<file path="src/rtl/muldiv_sequencer.sv">
// Sequences the multi-cycle mult/div units: runs the selected enable for a
// fixed cycle count, then strobes HI/LO write with a done/busy handshake.
module muldiv_sequencer #(
  parameter int unsigned MULT_CYCLES = 33,
  parameter int unsigned DIV_CYCLES  = 33,
  parameter int unsigned CNT_W       = 6
) (
  input  logic        clk,
  input  logic        reset,
  input  logic        mult_req,
  input  logic        div_req,
  input  logic        abort,
  input  logic [31:0] b_operand,
  output logic        MultCtrl,
  output logic        DivCtrl,
  output logic        HISrc,
  output logic        LOSrc,
  output logic        HILOWrite,
  output logic        busy,
  output logic        done,
  output logic        div_zero
);

  typedef enum logic [2:0] {
    IDLE     = 3'd0,
    MULT_RUN = 3'd1,
    DIV_RUN  = 3'd2,
    WRITE    = 3'd3,
    ZERO     = 3'd4
  } state_e;

  state_e             state_q, state_d;
  logic [CNT_W-1:0]   cnt_q, cnt_d;
  logic               is_div_q, is_div_d;
  logic               hisrc_q, hisrc_d;
  logic               mult_ctrl_q, mult_ctrl_d;
  logic               div_ctrl_q, div_ctrl_d;
  logic               hilo_write_q, hilo_write_d;
  logic               busy_q, busy_d;
  logic               div_zero_q, div_zero_d;

  // Next-state logic; outputs are decoded from the next state so they flop
  // alongside it.
  always_comb begin
    state_d  = state_q;
    cnt_d    = cnt_q;
    is_div_d = is_div_q;
    hisrc_d  = hisrc_q;

    unique case (state_q)
      IDLE: begin
        if (!abort) begin
          if (mult_req) begin
            state_d  = MULT_RUN;
            cnt_d    = CNT_W'(MULT_CYCLES - 1);
            is_div_d = 1'b0;
          end else if (div_req) begin
            if (b_operand == 32'd0) begin
              state_d = ZERO;
            end else begin
              state_d  = DIV_RUN;
              cnt_d    = CNT_W'(DIV_CYCLES - 1);
              is_div_d = 1'b1;
            end
          end
        end
      end
      MULT_RUN, DIV_RUN: begin
        if (abort) begin
          state_d = IDLE;
        end else if (cnt_q == '0) begin
          state_d = WRITE;
        end else begin
          cnt_d = cnt_q - CNT_W'(1);
        end
      end
      WRITE, ZERO: state_d = IDLE;
      default:     state_d = IDLE;
    endcase

    if (state_d == WRITE) begin
      hisrc_d = is_div_q;
    end

    mult_ctrl_d  = (state_d == MULT_RUN);
    div_ctrl_d   = (state_d == DIV_RUN);
    hilo_write_d = (state_d == WRITE);
    div_zero_d   = (state_d == ZERO);
    busy_d       = (state_d != IDLE);
  end

  always_ff @(posedge clk or negedge reset) begin
    if (!reset) begin
      state_q      <= IDLE;
      cnt_q        <= '0;
      is_div_q     <= 1'b0;
      hisrc_q      <= 1'b0;
      mult_ctrl_q  <= 1'b0;
      div_ctrl_q   <= 1'b0;
      hilo_write_q <= 1'b0;
      busy_q       <= 1'b0;
      div_zero_q   <= 1'b0;
    end else begin
      state_q      <= state_d;
      cnt_q        <= cnt_d;
      is_div_q     <= is_div_d;
      hisrc_q      <= hisrc_d;
      mult_ctrl_q  <= mult_ctrl_d;
      div_ctrl_q   <= div_ctrl_d;
      hilo_write_q <= hilo_write_d;
      busy_q       <= busy_d;
      div_zero_q   <= div_zero_d;
    end
  end

  assign MultCtrl  = mult_ctrl_q;
  assign DivCtrl   = div_ctrl_q;
  assign HISrc     = hisrc_q;
  assign LOSrc     = hisrc_q;
  assign HILOWrite = hilo_write_q;
  assign done      = hilo_write_q;
  assign busy      = busy_q;
  assign div_zero  = div_zero_q;

endmodule

</file>
<file path="config.mk">
export PLATFORM = sky130hd
export DESIGN_NAME = muldiv_sequencer
export DESIGN_NICKNAME = d
export VERILOG_FILES = /design/src/rtl/muldiv_sequencer.sv
export SDC_FILE = /design/constraint.sdc
export NUM_CORES = 1
export LEC_CHECK = 0
export ABC_AREA = 1
export CORE_UTILIZATION = 39
export CTS_BUF_LIST = sky130_fd_sc_hd__clkbuf_4
export DETAILED_ROUTE_END_ITERATION = 12
export HOLD_SLACK_MARGIN = 0.08
export PLACE_DENSITY = 0.77
export SLEW_MARGIN = 40
export SYNTH_ARGS = -nofsm -noshare
export SYNTH_HDL_FRONTEND = slang
export SYNTH_SLANG_ARGS = --single-unit
</file>
<file path="constraint.sdc">
create_clock -name clk -period 1.4 [get_ports clk]
set_input_delay 0.21 -clock clk [delete_from_list [all_inputs] [get_ports clk]]
set_output_delay 0.21 -clock clk [all_outputs]
set_load 0.05 [all_outputs]
</file>
======== Word-level counts from Yosys, hierarchy flattened ========
Cells that the tools add are included.
storage, ports and cells
  register bits ........................... 16
  input port bits ......................... 37
  output and inout bits ................... 8
operators by class
  $add $sub $neg .......................... 1
  equal/unequal tests ..................... 12
  muxes and demuxes ....................... 17
  bitwise logic cells ..................... 1
  reductions and logical operators ........ 9
operators with widths
  cell                                                 number
  two-way mux 6 bit                                    6
  zero test 32 bit                                     1
  two-way mux 3 bit                                    6
  one-hot mux 6 bit (2 select lines)                   1
  equality test 3 x 2 -> 1 bit, second input constant  3
  != test 2 bit, second input constant                 4
  equality test 3 x 1 -> 1 bit, second input constant  2
  zero test 6 bit                                      1
  != test 3 bit, second input constant                 2
  one-hot mux 3 bit (2 select lines)                   1
  AND reduction 6 bit                                  1
  subtractor 6 x 1 -> 6 bit, second input constant     1
  AND reduction 4 bit                                  1
  nonzero test 2 bit                                   2
  equality test 3 bit, second input constant           1
  zero test 3 bit                                      1
  two-way mux 1 bit                                    3
  nonzero test 3 bit                                   1
  OR reduction 2 bit                                   1
  inverter 1 bit                                       1

======== Longest topological paths before layout ========
  word-level depth ........................ 7
  depth in mapped cells ................... 12
  mapped depth without buffers ............ 11

======== Worst setup path before layout ========
Ideal clock, no wire load.
  path kind ............................... flip-flop to flip-flop
  start ................................... register cnt_q[0]
  end ..................................... register cnt_q[5]
  setup time .............................. 0.121 ns
  arrival time ............................ 1.307 ns
  path slack .............................. -0.028 ns
  stages on the path, launching flop included .. 9
  path buffers ............................ 1
  cells stage by stage .................... dfrtp_1 inv_1 ha_1 nand2_2 nor3_1 a21oi_1 nand2_2 buf_12 o21ai_2
on the way
  longest elaborated chain between the ends .. 4
  elaborated cells between the ends (all ways) .. 7
  those cells by class .................... 1 x add/sub; 1 x eq/ne; 3 x mux; 2 x reduce/logical
ends and longest elaborated chain
  what                                RTL line  RTL
  from (decl)                         33        logic [CNT_W-1:0] cnt_q, cnt_d;
  from (signal assigned)              105       cnt_q <= cnt_d;
  subtractor 6 x 1 -> 6 bit           74        cnt_d = cnt_q - CNT_W'(1);
  two-way mux 6 bit                   71        end else if (cnt_q == '0) begin
  two-way mux 6 bit                   69        if (abort) begin
  one-hot mux 6 bit (2 select lines)  50        unique case (state_q)
Several ways; a longest one is shown, not always the timed one. The select of a mux whose other input is x is not followed.
A chain may end at the register's enable or synchronous reset.

======== Worst setup path in the final report ========
  start ................................... register state_q[1]
  end ..................................... register busy_q (netlist: busy)
on the way
  longest elaborated chain between the ends .. 5
  elaborated cells between the ends (all ways) .. 11
  those cells by class .................... 2 x eq/ne; 6 x mux; 3 x reduce/logical
ends and longest elaborated chain
  what                                    RTL line  RTL
  from (decl)                             32        state_e state_q, state_d;
  from (signal assigned)                  104       state_q <= state_d;
  two-way mux 3 bit                       57        end else if (div_req) begin
  two-way mux 3 bit                       53        if (mult_req) begin
  two-way mux 3 bit                       52        if (!abort) begin
  one-hot mux 3 bit (2 select lines) (*)  50
  nonzero test 3 bit (*)                  89        busy_d = (state_d != IDLE);
  net busy_d                              39        logic busy_q, busy_d;
  to (signal assigned)                    111       busy_q <= busy_d;
  to (decl)                               39
The timed path passes the listed nets; every way through them passes the cells marked *.

==> results.ini <==
[clocking]
clock-sinks = 16
htreeDepth = 1
hold_buffers = 0
root_buffer = clkbuf_4
cts-buffers-inserted = 3
cts_tree = done
clock_path_buffers = 2
path_clk_slew_ps = 100
insertion_delay_ps = 300

[die]
initial_core_util_pct = 42.16
rows = 18
io_pins = 45
chipWidth_um = 54.22
dieArea_sq_mm = 0.002940
core_area_sq_mm = 0.002522
die_y_um = 54.22

[timing]
rsz0062_at_grt = true
holdWs_ps = 215.3
setup_viol = 12
finalClockSkew_ps = 2.389
tightest_slew_ps = 517.8
worst_slack_ps = -103.9
slew_headroom_pct = 64.59
tns_ps = -510.3
timing.fmax_mhz = 664.9
period_needed_ps = 1504
maxSlewViolCount = 0
timing.final.crit_share_pct = 107.4
hold_viol = 0

[power_and_ir_drop]
power.density_mw_per_mm2 = 1787
power.leakage_uw = 0.001120
ir_worst_vdd_v = 0.001491

[route]
drc = 0
first_pass_iters = 4
routedWlPerCell_um = 14.41
via_per_inst = 4.852
detail-route-antenna-nets = 0
drtIter0Drc = 21
vias = 1179
drt_wl_total_mm = 3.501

[cells_and_area]
n_antenna_cell = 0
syn_to_final_growth_pct = 88.82
nets = 252
drive_gt1_share_pct = 38.97
layout_commonest_cell = inv_1
final_cell_mix = inv_1, buf_4, nand2_1

[synth]
avgSynthCellArea_sq_um = 7.490
synth-async-reset-ratio_pct = 100.0
synth_nets = 180
seq_area_frac_synth_pct = 37.65
yosys_warnings = 0
syn_area_sq_mm = 0.001064
synth_edf_count = 0
ys.flop_type = dfrtp_1
syn_inst = 142
ys_ff_latch = 16
synth_cell_types = 25

[global_route]
grt_pass1_vias = 1121
grt_max_degree = 17
antenna_found_initial = 0
grt_usage_pct = 21.66
grt_overflow = 0
grt_pass1_wl_mm = 4.574

[critical_path]
crit_path_start_kind = flip-flop
path_max_fanout = 4
crit_type = flip-flop to flip-flop
critical_path.top_delay_family = flip-flops
cp-end-kind = flip-flop
cp.required_ps = 1640
cp.arrival_ps = 1740
slowest_delay_ps = 480
crit_buf_inv = 1
timing.critical_path.cells = inv_4, nand3_4, a2111oi_0, nand2_1, nand3_2
crit_slowest_cell = dfrtp_2

[worst_hold_path]
hp-class = primary input to asynchronous set/reset pin

[run_status]
violations = negative setup slack
status = complete, but fails checks

[place]
place.gp.congestion = 0.7621
dpl.hpwl_mm = 2.220
place_ws_ps = -268.4
port_buffers = 44

[job]
cap_violations = 0

## repair_timing
item | 4_1_cts | 5_1_grt
pin swaps | 2 | 6
endpoints found under the setup margin | 10 | 11
setup buffers | 1 | 7
resized for setup | 8 | 37
cloned | 0 | 1
## final timing paths
| check | slack [ps] | from | depth (start not counted) | to |
|---|---|---|---|---|
| max | -100 | state_q[1]$_DFF_PN0_ | 5 | busy$_DFF_PN0_ |
| max in group asynchronous | 980 | reset | 2 | state_q[1]$_DFF_PN0_ |
| min | 220 | reset | 2 | cnt_q[3]$_DFFE_PN0P_ |
| min reg2reg | 550 | is_div_q$_DFFE_PN0P_ | 2 | HISrc$_DFFE_PN0N_ |
| min in group clk | 550 | is_div_q$_DFFE_PN0P_ | 2 | HISrc$_DFFE_PN0N_ |
| max reg2reg | -100 | state_q[1]$_DFF_PN0_ | 5 | busy$_DFF_PN0_ |
## cell usage after synthesis (3+ instances only)
cell      n  share of area [%]
nand4_1   3                1.8
nor2_1   16                5.6
inv_2     6                2.1
nand2_2   9                5.3
nand2_1  23                8.1
nor2_2    4                2.4
inv_1    28                9.9
nand3_2   4                3.8
o21ai_2   6                4.9
a21oi_1   5                2.4
nand3_1   5                2.4
dfrtp_1  16                 38
## per-stage QoR
stage               total power, uW  instances  utilization [%]  instance area [sq um]
CTS                            3163        235            71.23                   1797
floorplan                      1907        142                -                   1069
global placement               2652        230            68.65                   1732
detailed placement             2726        230            68.65                   1732
finish                         3589        243            79.61                   2008
global route                   3783        243            79.61                   2008
## cells by family after synthesis
family                   Yosys count  synth area share [%]
AND/OR/NAND/NOR                   71                 33.76
buffers and inverters             37                 15.29
flip-flops                        16                 37.65
AO/OA/AOI/OAI                     15                 10.47
XOR/XNOR                           2                 1.647
adder cells (fa/ha/maj)            1                 1.176
## report_power, final
group          internal [uW]  leakage (uW)  switching [uW]
Sequential               626      0.000208             198
Combinational           1240      0.000896            1260
Clock                    104     0.0000154             162
Total                   1970       0.00112            1620
## layer usage
metal	global-route usage (%)	routed length, um	share of wire (%)
met1	24.66	1300	37
met2	40.45	1904	54
met3	1.944	177	5.1
met4	9.402	119	3.4
met5	0	0	0
## worst reg2reg max path, stage by stage, from the launching register on
cell       delay [ps]
dfrtp_2           480
inv_4             110
nand3_4           110
a2111oi_0         440
nand2_1           200
nand3_2           120
## registers in the layout, indices dropped and copies added, names as in the netlist
signal / flops
cnt_q: 6
state_q: 3
DivCtrl: 1
HILOWrite: 1
HISrc: 1
MultCtrl: 1
busy: 1
div_zero: 1
is_div_q: 1
## cell type report
| type | count | area [sq um] |
|---|---|---|
| timing repair buffer | 70 | 792.0 |
| clock inverter | 1 | 3.754 |
| sequential | 16 | 401.6 |
| fill | 165 | 514.2 |
| clock buffer | 3 | 22.52 |
| multi-input combinational | 89 | 618.1 |
| inverter | 34 | 132.6 |
| tap | 30 | 37.54 |
Power figures use the tool's default switching activity.
